File: config.mk
export PLATFORM = sky130hd
export DESIGN_NAME = pc_sequencer
export DESIGN_NICKNAME = d
export VERILOG_FILES = /design/src/rtl/pc_sequencer.sv
export SDC_FILE = /design/constraint.sdc
export NUM_CORES = 1
export LEC_CHECK = 0
export BUFFER_PORTS_ARGS = -buffer_cell sky130_fd_sc_hd__buf_2
export CAP_MARGIN = 20
export CORE_MARGIN = 2
export CORE_UTILIZATION = 43
export CTS_BUF_LIST = sky130_fd_sc_hd__clkbuf_4
export CTS_CLUSTER_DIAMETER = 100
export DETAILED_ROUTE_END_ITERATION = 7
export PLACE_DENSITY = 0.69
export SLEW_MARGIN = 20
export SYNTH_ARGS = -nofsm -noshare
export SYNTH_HDL_FRONTEND = slang
export SYNTH_SLANG_ARGS = --single-unit
File: constraint.sdc
create_clock -name clock -period 2.6 [get_ports clock]
set_clock_uncertainty 0.1 [all_clocks]
set_input_delay 0.13 -clock clock [delete_from_list [all_inputs] [get_ports clock]]
set_output_delay 0.13 -clock clock [all_outputs]
set_load 0.1 [all_outputs]
File: src/rtl/pc_sequencer.sv
// Next-PC control sequencer. Fetches the instruction at pc_in, decodes
// jump/branch/halt opcodes, launches the ALU when a result or a compare is
// needed, and presents exactly one non-hold PC mux select per instruction.
module pc_sequencer #(
   parameter logic [5:0] OP_J    = 6'h02,
   parameter logic [5:0] OP_BEQ  = 6'h04,
   parameter logic [5:0] OP_BNE  = 6'h05,
   parameter logic [5:0] OP_HALT = 6'h3F
) (
   input  logic        clock,
   input  logic        reset,
   input  logic [31:0] pc_in,
   output logic        imem_req,
   input  logic        imem_ready,
   input  logic [31:0] instr,
   output logic        alu_start,
   input  logic        alu_done,
   input  logic        alu_zero,
   input  logic        stall,
   output logic [1:0]  pc_sel,
   output logic [31:0] jump_target,
   output logic [31:0] branch_target,
   output logic [31:0] instr_reg,
   output logic        halted
);

   typedef enum logic [2:0] {
      FETCH  = 3'd0,
      DECODE = 3'd1,
      EXEC   = 3'd2,
      BRWAIT = 3'd3,
      UPDATE = 3'd4,
      HALT   = 3'd5
   } stateT;

   localparam logic [1:0] SEL_HOLD   = 2'b00;
   localparam logic [1:0] SEL_JUMP   = 2'b01;
   localparam logic [1:0] SEL_BRANCH = 2'b10;
   localparam logic [1:0] SEL_PLUS4  = 2'b11;

   stateT       stateR;
   stateT       stateNextS;
   logic [1:0]  pendSelR;
   logic [1:0]  pendSelNextS;
   logic        isBneR;
   logic [31:0] instrR;
   logic [31:0] jumpTargetR;
   logic [31:0] branchTargetR;
   logic [5:0]  opcodeS;
   logic [1:0]  pcSelS;
   logic        imemReqS;
   logic        aluStartS;
   logic        haltedS;
   logic        takeBranchS;

   // Jump address: upper nibble of the sequential PC plus the word index.
   function automatic logic [31:0] calcJump(input logic [31:0] pc, input logic [31:0] ir);
      logic [31:0] pcPlus4;
      pcPlus4 = pc + 32'd4;
      return {pcPlus4[31:28], ir[25:0], 2'b00};
   endfunction

   // Branch address: sequential PC plus sign-extended word offset, wrapping.
   function automatic logic [31:0] calcBranch(input logic [31:0] pc, input logic [31:0] ir);
      return pc + 32'd4 + {{14{ir[15]}}, ir[15:0], 2'b00};
   endfunction

   assign opcodeS     = instrR[31:26];
   assign takeBranchS = isBneR ? ~alu_zero : alu_zero;

   // State register; reset always returns to FETCH and drops any pending update.
   always_ff @(posedge clock) begin
      if (reset) begin
         stateR <= FETCH;
      end else begin
         stateR <= stateNextS;
      end
   end

   // Instruction latch, decoded targets and the pending PC select.
   always_ff @(posedge clock) begin
      if (reset) begin
         instrR        <= 32'd0;
         jumpTargetR   <= 32'd0;
         branchTargetR <= 32'd0;
         isBneR        <= 1'b0;
         pendSelR      <= SEL_HOLD;
      end else begin
         if (stateR == FETCH && imem_ready) begin
            instrR <= instr;
         end
         if (stateR == DECODE) begin
            jumpTargetR   <= calcJump(pc_in, instrR);
            branchTargetR <= calcBranch(pc_in, instrR);
            isBneR        <= (opcodeS == OP_BNE);
         end
         pendSelR <= pendSelNextS;
      end
   end

   // Next-state and control outputs; pc_sel leaves hold only in an unstalled UPDATE.
   always_comb begin
      stateNextS   = stateR;
      pendSelNextS = pendSelR;
      pcSelS       = SEL_HOLD;
      imemReqS     = 1'b0;
      aluStartS    = 1'b0;
      haltedS      = 1'b0;
      case (stateR)
         FETCH: begin
            imemReqS = 1'b1;
            if (imem_ready) begin
               stateNextS = DECODE;
            end else begin
               stateNextS = FETCH;
            end
         end
         DECODE: begin
            if (opcodeS == OP_J) begin
               pendSelNextS = SEL_JUMP;
               stateNextS   = UPDATE;
            end else if (opcodeS == OP_BEQ || opcodeS == OP_BNE) begin
               aluStartS  = 1'b1;
               stateNextS = BRWAIT;
            end else if (opcodeS == OP_HALT) begin
               stateNextS = HALT;
            end else begin
               aluStartS  = 1'b1;
               stateNextS = EXEC;
            end
         end
         EXEC: begin
            if (alu_done) begin
               pendSelNextS = SEL_PLUS4;
               stateNextS   = UPDATE;
            end else begin
               stateNextS = EXEC;
            end
         end
         BRWAIT: begin
            if (alu_done) begin
               pendSelNextS = takeBranchS ? SEL_BRANCH : SEL_PLUS4;
               stateNextS   = UPDATE;
            end else begin
               stateNextS = BRWAIT;
            end
         end
         UPDATE: begin
            if (!stall) begin
               pcSelS     = pendSelR;
               stateNextS = FETCH;
            end else begin
               pcSelS     = SEL_HOLD;
               stateNextS = UPDATE;
            end
         end
         HALT: begin
            haltedS    = 1'b1;
            stateNextS = HALT;
         end
         default: begin
            stateNextS = FETCH;
         end
      endcase
   end

   // While reset is high every control output is forced quiet.
   assign pc_sel        = reset ? SEL_HOLD : pcSelS;
   assign imem_req      = reset ? 1'b0 : imemReqS;
   assign alu_start     = reset ? 1'b0 : aluStartS;
   assign halted        = reset ? 1'b0 : haltedS;
   assign instr_reg     = instrR;
   assign jump_target   = jumpTargetR;
   assign branch_target = branchTargetR;

endmodule

After elaboration in Yosys (flattened, before gate mapping)
Index checks and enable logic that the tools add are counted.
Widths: inputs -> output; s select.
{"block": "word_totals", "register_bits": 100, "out_inout_bits": 101}
{"block": "classes", "n_mux": 26, "reduce_logical": 5, "eq_ne": 12, "addsub": 2, "bitwise_logic": 1}
{"op": "$add 32x3->32 const B", "count": 1}
{"op": "$add 32x32->32", "count": 1}
{"op": "$mux 3", "count": 6}
{"op": "$pmux 3 s6", "count": 1}
{"op": "$eq 6x3->1 const B", "count": 2}
{"op": "$mux 1", "count": 12}
{"op": "$mux 2", "count": 6}
{"op": "$eq 3x2->1 const B", "count": 2}
{"op": "$eq 3x3->1 const B", "count": 2}
{"op": "$eq 6x2->1 const B", "count": 1}
{"op": "$eq 6x6->1 const B", "count": 1}
{"op": "$pmux 2 s3", "count": 1}
{"op": "$ne 2x2->1 const B", "count": 2}
{"op": "$reduce_and 4->1", "count": 1}
{"op": "$eq 3x1->1 const B", "count": 1}
{"op": "$logic_not 3->1", "count": 1}
{"op": "$reduce_bool 3->1", "count": 1}
{"op": "$ne 2x1->1 const B", "count": 1}
{"op": "$logic_and 1x1->1", "count": 1}
{"op": "$logic_or 1x1->1", "count": 1}
{"op": "$not 1->1", "count": 1}

Logic depth before layout (Yosys ltp)
Gate-level depths: netlist (run 1).
{"block": "depth", "ltp_word": 6, "ltp_mapped": 15, "depth_no_buf": 15}

Least setup slack after synthesis (run 1)
No wires, ideal clock.
{"block": "synth_timing", "path_kind": "register to output", "startpoint": "register stateR[2]", "endpoint": "output port imem_req", "required_time_ns": 2.370, "path_stages_with_launch": 3, "path_slack_ns": -1.081, "arrival_time_ns": 3.451, "n_path_buf": 1, "path_cell_list": "dfxtp_1 clkbuf_1 nor4_1"}
{"block": "synth_between", "elab_chain_len": 3}
{"element": "from (decl)", "line_no": "41", "text": "stateT stateR;"}
{"element": "from (signal assigned)", "line_no": "76", "text": "stateR <= stateNextS;"}
{"element": "$logic_not 3->1", "line_no": "109", "text": "case (stateR)"}
{"element": "$mux 1", "line_no": "109"}
{"element": "$mux 1", "line_no": "169", "text": "assign imem_req = reset ? 1'b0 : imemReqS;"}
{"element": "to (decl)", "line_no": "13", "text": "output logic imem_req,"}
Every way passes these cells.

Worst setup path after layout (run 1)
{"block": "layout_timing", "startpoint": "register instrR[0] (netlist: instr_reg[0])", "endpoint": "register branchTargetR[28] (netlist: branch_target[28])"}
{"block": "layout_between", "elab_chain_len": 1}
{"element": "from (decl)", "line_no": "46", "text": "logic [31:0] instrR;"}
{"element": "from (signal assigned)", "line_no": "90", "text": "instrR <= instr;"}
{"element": "$add 32x32->32", "line_no": "65", "text": "return pc + 32'd4 + {{14{ir[15]}}, ir[15:0], 2'b00};"}
{"element": "to (signal assigned)", "line_no": "94", "text": "branchTargetR <= calcBranch(pc_in, instrR);"}
{"element": "to (decl)", "line_no": "48", "text": "logic [31:0] branchTargetR;"}
Every way passes these cells.
A chain may end at the register's enable or synchronous reset.

==> results of run 1 <==
[worst paths after layout]
check	from	endpoint	slack (ps)	depth (start not counted)
worst min register to register	branch_target[24]$_SDFFE_PP0P_	branch_target[24]$_SDFFE_PP0P_	360	2
worst min-delay path	alu_zero	pendSelR[0]$_SDFFE_PP0P_	50	4
worst max register to register	instr_reg[0]$_SDFFE_PP0P_	branch_target[28]$_SDFFE_PP0P_	100	9
worst max-delay path	instr_reg[0]$_SDFFE_PP0P_	branch_target[28]$_SDFFE_PP0P_	100	9
[power groups by stage]
| stage | combinational [uW] | sequential [uW] | clock, uW |
|---|---|---|---|
| 3_5_place_dp | 2210 | 1800 | 0 |
| 5_1_grt | 2450 | 1780 | 952 |
| 4_1_cts | 2280 | 1760 | 889 |
| 6_report | 2310 | 1760 | 862 |
| 3_3_place_gp | 2190 | 1790 | 0 |
| 2_1_floorplan | 771 | 2600 | 0 |
[metrics by stage]
step / power, uW / cell area (um^2) / setup TNS, ps / std cells / utilization [%]
6_report: 4930 / 8530 / 0 / 1286 / 63.9
5_1_grt: 5180 / 8530 / -45.7 / 1285 / 63.9
4_1_cts: 4930 / 8460 / 0 / 1281 / 63.4
3_5_place_dp: 4000 / 7830 / -3380 / 1216 / 58.7
3_3_place_gp: 3980 / 7830 / -2600 / 1216 / 58.7
2_1_floorplan: 3370 / 6010 / -6.72 / 793 / -
[cells in the mapped netlist, drive strengths merged, types with 4 or more instances]
cell type and instances:
or3 5, a211oi 8, inv 16, nor3 15, o21bai 5, dfxtp 100
ha 37, a21o 9, o21a 4, o211ai 4, a21oi 105, clkbuf 40
nand4 12, xnor2 32, o21ai 36, nand2 194, nand3 22, nor2b 4
xor2 18, and3 13, nand2b 7, nor2 56, nor4 6
[kinds of logic (layout without fill, tap and decap cells)]
family,count (synthesis),in the layout,synth area share [%]
adder cells (fa/ha/maj),38,38,8.14
buffers and inverters,59,374,3.88
multiplexers,3,3,0.506
AO/OA/AOI/OAI,194,194,19.7
XOR/XNOR,50,50,7.38
AND/OR/NAND/NOR,347,347,26.6
flip-flops,100,100,33.7
other,1,4,0.0632
[worst min-delay path: stages]
cell and delay [ps]:
sky130_fd_sc_hd__buf_2 120, sky130_fd_sc_hd__xor2_1 120, sky130_fd_sc_hd__and4_1 190, sky130_fd_sc_hd__nor3_1 40
[what timing repair did]
item	4_1_cts	5_1_grt
buffers inserted	0	3
hold buffers	49	0
endpoints found under the setup margin	0	8
resized for setup	0	11
endpoints found under the hold margin	52	0
[routing by layer]
metal  vias to the layer above  global-route usage [%]
li1                       3348                       -
met3                        21                    4.42
met2                       192                    43.0
met5                         -                       0
met1                      3083                    33.7
met4                         0                    6.61
[final cells by class]
cell class	count	area [um^2]	area share, %
sequential	100	2030	23.7
timing repair buffer	342	2290	26.8
clock buffer	9	67.6	0.792
multi-input combinational	634	3790	44.4
tap	176	220	2.58
clock inverter	7	72.6	0.850
antenna	2	5.00	0.0586
inverter	16	63.8	0.748
==> flow_results.xml, run 1 <==
<?xml version="1.0" encoding="UTF-8"?>
<metrics>
  <group name="yosys">
    <metric name="netlist.top_cell.by_area" unit="">sky130_fd_sc_hd__dfxtp_1</metric>
    <metric name="yosysTopAreaCellShare" unit="%">33.7</metric>
    <metric name="synth.lib_cells_used.distinct" unit="">63</metric>
    <metric name="syn-mean-instance-area" unit="um^2">7.49</metric>
    <metric name="syn_inst" unit="">792</metric>
    <metric name="synth-edff-count" unit="">0</metric>
    <metric name="ys_warn_count" unit="">0</metric>
    <metric name="synth_area" unit="mm^2">0.00593</metric>
    <metric name="synth.ff_latch_count" unit="">100</metric>
    <metric name="main_synth_ff_type" unit="">sky130_fd_sc_hd__dfxtp_1</metric>
    <metric name="seq_area_frac_synth" unit="%">33.7</metric>
    <metric name="async_set_reset_flop_share_out_of_synthesis" unit="%">0</metric>
    <metric name="post_synth_main_area_contributors" unit="">sky130_fd_sc_hd__dfxtp_1 34%, sky130_fd_sc_hd__nand2_1 12%, sky130_fd_sc_hd__a21oi_1 8.6%</metric>
  </group>
  <group name="die">
    <metric name="floorplan.die_area" unit="mm^2">0.0148</metric>
    <metric name="placement_rows" unit="">42</metric>
    <metric name="start_util" unit="%">44.4</metric>
    <metric name="die_x" unit="um">121</metric>
    <metric name="floorplan.die.height" unit="um">121</metric>
    <metric name="pin_count" unit="">171</metric>
    <metric name="total_core_area" unit="mm^2">0.0133</metric>
  </group>
  <group name="drt">
    <metric name="maxUsedRoutingLayer" unit="">met4</metric>
    <metric name="drt_drc_violations_left" unit="">0</metric>
    <metric name="detailroute.via_count" unit="">6644</metric>
    <metric name="wire_per_inst" unit="um">14.8</metric>
    <metric name="drt_pre_antenna_iters" unit="">5</metric>
    <metric name="detailedRoute.firstIterationViolations" unit="">413</metric>
    <metric name="met3_wirelength" unit="mm">1.00</metric>
    <metric name="wirelength" unit="mm">19.1</metric>
    <metric name="wirelength_met1" unit="mm">8.65</metric>
    <metric name="vias_per_cell" unit="">5.17</metric>
    <metric name="detailroute.wirelength.met2" unit="mm">9.13</metric>
    <metric name="antenna_violating_nets_post_route" unit="">0</metric>
  </group>
  <group name="sta">
    <metric name="tightestPinTransition" unit="ps">616</metric>
    <metric name="layout_setup_ws" unit="ps">100</metric>
    <metric name="rsz0062_at_grt" unit="">yes</metric>
    <metric name="report.final.hold_viol_count" unit="">0</metric>
    <metric name="finalSetupViolCount" unit="">0</metric>
    <metric name="min_period_over_period" unit="%">96.1</metric>
    <metric name="fmax" unit="MHz">400</metric>
    <metric name="timing.hold.ws" unit="ps">54.5</metric>
    <metric name="final-max-slew-violation-count" unit="">0</metric>
    <metric name="period_minus_slack" unit="ps">2500</metric>
    <metric name="worst_slew_margin_rel" unit="%">59.0</metric>
  </group>
  <group name="global_routing">
    <metric name="via_count_of_the_first_global_routing_pass" unit="">6215</metric>
    <metric name="grt_start_max_net_pins" unit="">49</metric>
    <metric name="globalRouteOverflowTotal" unit="">0</metric>
    <metric name="grt_pass1_wl" unit="mm">30.2</metric>
    <metric name="globalRouteTotalUtil" unit="%">25.5</metric>
    <metric name="antenna_found_initial" unit="">1</metric>
  </group>
  <group name="hold_path">
    <metric name="holdCritPathClass" unit="">input port to register</metric>
  </group>
  <group name="power_and_ir_drop">
    <metric name="internal-power" unit="uW">2650</metric>
    <metric name="power_switching" unit="uW">2280</metric>
    <metric name="power.share.switching" unit="%">46.2</metric>
    <metric name="share_seq_of_total_power" unit="%">35.7</metric>
    <metric name="clkPwrFrac" unit="%">17.5</metric>
    <metric name="ir_worst_vdd" unit="V">0.000334</metric>
    <metric name="power.combinational.fraction" unit="%">46.8</metric>
    <metric name="p_per_area" unit="mW/mm^2">578</metric>
    <metric name="leakage_power_of_the_design" unit="uW">0.00400</metric>
  </group>
  <group name="layout">
    <metric name="share_of_layout_cells_above_drive_strength_1" unit="%">32.3</metric>
    <metric name="flow.area_growth_from_synthesis" unit="%">43.9</metric>
    <metric name="layout.cells.most_common" unit="">sky130_fd_sc_hd__nand2_1</metric>
    <metric name="most-common-layout-cells" unit="">193 x sky130_fd_sc_hd__nand2_1, 166 x sky130_fd_sc_hd__buf_2, 125 x sky130_fd_sc_hd__buf_4</metric>
    <metric name="n_fill_cell" unit="">1221</metric>
    <metric name="nets" unit="">1211</metric>
  </group>
  <group name="clocking">
    <metric name="skew_pair_late_insertion_delay" unit="ps">480</metric>
    <metric name="clock_sinks" unit="">100</metric>
    <metric name="h_tree_levels" unit="">3</metric>
    <metric name="cts_buffer_depth" unit="">2</metric>
    <metric name="path_clk_slew" unit="ps">160</metric>
    <metric name="numCtsBuffers" unit="">9</metric>
    <metric name="clock_tree.root_cell" unit="">sky130_fd_sc_hd__clkbuf_4</metric>
    <metric name="cts_tree" unit="">yes</metric>
  </group>
  <group name="placed_design">
    <metric name="place.port_buffers" unit="">168</metric>
    <metric name="dpl_worst_slack" unit="ps">-441</metric>
    <metric name="detailedPlacementHpwl" unit="mm">14.2</metric>
    <metric name="finalWeightedCongestion" unit="">0.996</metric>
  </group>
  <group name="critical_path">
    <metric name="crit_buf_inv" unit="">0</metric>
    <metric name="critical_path.top_delay_family" unit="">compound AO/OA/AOI/OAI gates</metric>
    <metric name="cp.arrival" unit="ps">2820</metric>
    <metric name="endpoint_kind" unit="">register</metric>
    <metric name="worstPathCellList" unit="">ha_1 &gt; fa_2 &gt; a21oi_4 &gt; o211a_4 &gt; o211a_1 &gt; o31ai_2 &gt; a221o_2 &gt; and3_1 &gt; o21ai_1</metric>
    <metric name="critical_path_required" unit="ps">2920</metric>
    <metric name="worst-path-max-fanout" unit="">3</metric>
    <metric name="critical_path.slowest_cell" unit="">sky130_fd_sc_hd__a221o_2</metric>
    <metric name="worstSetupPathType" unit="">register to register</metric>
    <metric name="cp-start-kind" unit="">register</metric>
    <metric name="critical_path.max_stage_delay" unit="ps">430</metric>
  </group>
  <group name="run_status">
    <metric name="run_status" unit="">finished clean</metric>
  </group>
  <group name="flow_run">
    <metric name="max_cap_violations" unit="">0</metric>
  </group>
</metrics>
(Power assumes the default switching activity.)
==> inputs of run 2 (changes only) <==
--- a/config.mk
+++ b/config.mk
@@ -9,7 +9,7 @@
 export CAP_MARGIN = 20
 export CORE_MARGIN = 2
 export CORE_UTILIZATION = 43
-export CTS_BUF_LIST = sky130_fd_sc_hd__clkbuf_4
+export CTS_BUF_LIST = sky130_fd_sc_hd__clkbuf_8
 export CTS_CLUSTER_DIAMETER = 100
 export DETAILED_ROUTE_END_ITERATION = 7
 export PLACE_DENSITY = 0.69
==> run 2 against run 1 <==
Non-clock buffer count is 6 lower; clock power is 23% higher; largest power group unchanged; critical path type is now input port to register; sequential power hardly changed; sequential cell count stayed put; clock-buffer cell count is 1 higher; maximum frequency is 3.8% lower; via count is 0.66% lower; power is 4.8% higher.
==> flow_results.xml, run 2 (synthesis gave the netlist of run 1 again) <==
<?xml version="1.0" encoding="UTF-8"?>
<metrics>
  <group name="run_status">
    <metric name="run_status" unit="">finished clean</metric>
  </group>
  <group name="sta">
    <metric name="layout_setup_ws" unit="ps">1.07</metric>
    <metric name="period_minus_slack" unit="ps">2600</metric>
    <metric name="worst_slew_margin_rel" unit="%">59.3</metric>
    <metric name="report.final.hold_viol_count" unit="">0</metric>
    <metric name="final-max-slew-violation-count" unit="">0</metric>
    <metric name="tightestPinTransition" unit="ps">611</metric>
    <metric name="rsz0062_at_grt" unit="">yes</metric>
    <metric name="fmax" unit="MHz">385</metric>
    <metric name="min_period_over_period" unit="%">100</metric>
    <metric name="finalSetupViolCount" unit="">0</metric>
  </group>
  <group name="clocking">
    <metric name="cts_buffer_depth" unit="">2</metric>
    <metric name="skew_pair_late_insertion_delay" unit="ps">380</metric>
    <metric name="clock_tree.root_cell" unit="">sky130_fd_sc_hd__clkbuf_8</metric>
    <metric name="numCtsBuffers" unit="">9</metric>
    <metric name="path_clk_slew" unit="ps">100</metric>
    <metric name="h_tree_levels" unit="">3</metric>
    <metric name="clock_sinks" unit="">100</metric>
    <metric name="cts_tree" unit="">yes</metric>
  </group>
  <group name="layout">
    <metric name="n_fill_cell" unit="">1178</metric>
    <metric name="layout.cells.most_common" unit="">sky130_fd_sc_hd__nand2_1</metric>
    <metric name="finish.utilization" unit="%">65.7</metric>
    <metric name="area.sequential" unit="mm^2">0.00203</metric>
    <metric name="most-common-layout-cells" unit="">189 x sky130_fd_sc_hd__nand2_1, 163 x sky130_fd_sc_hd__buf_2, 132 x sky130_fd_sc_hd__buf_4</metric>
    <metric name="flow.area_growth_from_synthesis" unit="%">47.7</metric>
    <metric name="share_of_layout_cells_above_drive_strength_1" unit="%">36.8</metric>
    <metric name="multi_input_area" unit="mm^2">0.00401</metric>
    <metric name="nets" unit="">1205</metric>
  </group>
  <group name="die">
    <metric name="total_core_area" unit="mm^2">0.0133</metric>
    <metric name="floorplan.die.height" unit="um">121</metric>
    <metric name="floorplan.die_area" unit="mm^2">0.0148</metric>
    <metric name="start_util" unit="%">44.4</metric>
    <metric name="die_x" unit="um">121</metric>
    <metric name="placement_rows" unit="">42</metric>
    <metric name="pin_count" unit="">171</metric>
  </group>
  <group name="placed_design">
    <metric name="place.port_buffers" unit="">168</metric>
    <metric name="detailedPlacementHpwl" unit="mm">14.2</metric>
    <metric name="finalWeightedCongestion" unit="">0.996</metric>
    <metric name="dpl_worst_slack" unit="ps">-441</metric>
  </group>
  <group name="hold_path">
    <metric name="holdCritPathClass" unit="">input port to register</metric>
    <metric name="hold_path_startpoint" unit="">reset</metric>
    <metric name="hold_depth" unit="">2</metric>
    <metric name="whs_endpoint" unit="">jump_target[23]$_SDFFE_PP0P_</metric>
  </group>
  <group name="global_routing">
    <metric name="grt_pass1_wl" unit="mm">29.8</metric>
    <metric name="antenna_found_initial" unit="">0</metric>
    <metric name="grt_start_max_net_pins" unit="">49</metric>
    <metric name="via_count_of_the_first_global_routing_pass" unit="">6072</metric>
    <metric name="globalRouteTotalUtil" unit="%">25.2</metric>
    <metric name="globalRouteOverflowTotal" unit="">0</metric>
  </group>
  <group name="power_and_ir_drop">
    <metric name="total_power" unit="uW">5170</metric>
    <metric name="p_per_area" unit="mW/mm^2">590</metric>
    <metric name="ir_worst_vdd" unit="V">0.000283</metric>
    <metric name="leakage_power_of_the_design" unit="uW">0.00406</metric>
  </group>
  <group name="drt">
    <metric name="detailroute.via_count" unit="">6600</metric>
    <metric name="wire_per_inst" unit="um">15.1</metric>
    <metric name="detailedRoute.firstIterationViolations" unit="">423</metric>
    <metric name="wirelength" unit="mm">19.3</metric>
    <metric name="antenna_violating_nets_post_route" unit="">0</metric>
    <metric name="drt_pre_antenna_iters" unit="">5</metric>
    <metric name="vias_per_cell" unit="">5.16</metric>
    <metric name="drt_drc_violations_left" unit="">0</metric>
  </group>
  <group name="critical_path">
    <metric name="critical_path.slowest_cell" unit="">sky130_fd_sc_hd__nor4_4</metric>
    <metric name="endpoint_kind" unit="">register</metric>
    <metric name="crit-reg2reg-launch" unit="">instr_reg[0]$_SDFFE_PP0P_</metric>
    <metric name="cp.arrival" unit="ps">2750</metric>
    <metric name="critical_path.max_stage_delay" unit="ps">400</metric>
    <metric name="regToRegEndpoint" unit="">branch_target[28]$_SDFFE_PP0P_</metric>
    <metric name="worstSetupPathType" unit="">input port to register</metric>
    <metric name="worstPathCellList" unit="">buf_6 &gt; nand4_1 &gt; nor4_4 &gt; nand2_2 &gt; nor2_1 &gt; xor2_1 &gt; ha_1 &gt; a21oi_1 &gt; o21ai_0 &gt; a221oi_2 &gt; nand2_1 &gt; o21ai_2 &gt; xnor2_1 &gt; o21ai_1</metric>
    <metric name="timing.reg2reg.setup_slack" unit="ps">70</metric>
    <metric name="critical_path_required" unit="ps">2760</metric>
    <metric name="rr_worst_depth" unit="">9</metric>
    <metric name="cp-start-kind" unit="">input port</metric>
    <metric name="worst-path-max-fanout" unit="">3</metric>
  </group>
  <group name="flow_run">
    <metric name="max_cap_violations" unit="">0</metric>
  </group>
</metrics>
run 2: repair_timing:
item                       4_1_cts  5_1_grt
pin swaps                        2       30
setup endpoints to repair        1       11
hold endpoints to repair        36        0
resized for setup                0       61
hold buffers                    35        0
setup buffers                    1       10
run 2: final cells by class:
class                           count  share of cell area, %
Multi-Input combinational cell    634                   45.8
Tap cell                          176                   2.51
Antenna cell                        1                 0.0286
Clock buffer                       10                   1.57
Inverter                           16                  0.728
Clock inverter                      6                  0.785
Timing Repair Buffer              336                   25.5
Sequential cell                   100                   23.1
run 2: metrics by stage:
step / instance area (um^2) / TNS [ps] / instances / hold WS [ps]
after floorplan: 6010 / -6.72 / 793 / 156
after global placement: 7830 / -2600 / 1216 / 265
after detailed placement: 7830 / -3380 / 1216 / 268
after CTS: 8400 / 0 / 1268 / 54.9
after global routing: 8760 / -604 / 1278 / 90.7
final: 8760 / 0 / 1279 / 87.4
run 2: worst max-delay path by stage:
stage                    from                             end  slack (ps)  cells past startpoint
global route        pc_in[18]  branch_target[31]$_SDFFE_PP0P_        -140                     14
detailed placement  pc_in[12]  branch_target[31]$_SDFFE_PP0P_        -440                     15
CTS                 pc_in[12]  branch_target[31]$_SDFFE_PP0P_           2                     15
finish              pc_in[18]  branch_target[31]$_SDFFE_PP0P_           1                     14
floorplan           pc_in[11]  branch_target[26]$_SDFFE_PP0P_          -7                     12
global placement    pc_in[12]  branch_target[31]$_SDFFE_PP0P_        -350                     15
run 2: critical path: cells and delay by family:
family / cells / cell delay [ps]
AND/OR/NAND/NOR: 5 / 1010
AO/OA/AOI/OAI: 5 / 860
XOR/XNOR: 2 / 370
adder cells (fa/ha/maj): 1 / 310
buffers and inverters: 1 / 70
run 2: report_power, final:
group	total [uW]	switching, uW	leakage, uW	internal, uW
Sequential	1760	105	0.000822	1660
Combinational	2340	1630	0.00313	711
Clock	1060	581	0.000109	480
run 2: routing by layer:
layer	part of all wire, %	track usage, %	vias up
met1	45	33.3	3077
met3	4.5	3.76	25
met2	49	42.3	163
li1	-	-	3335
met4	1.7	7.69	0
met5	0	0	-
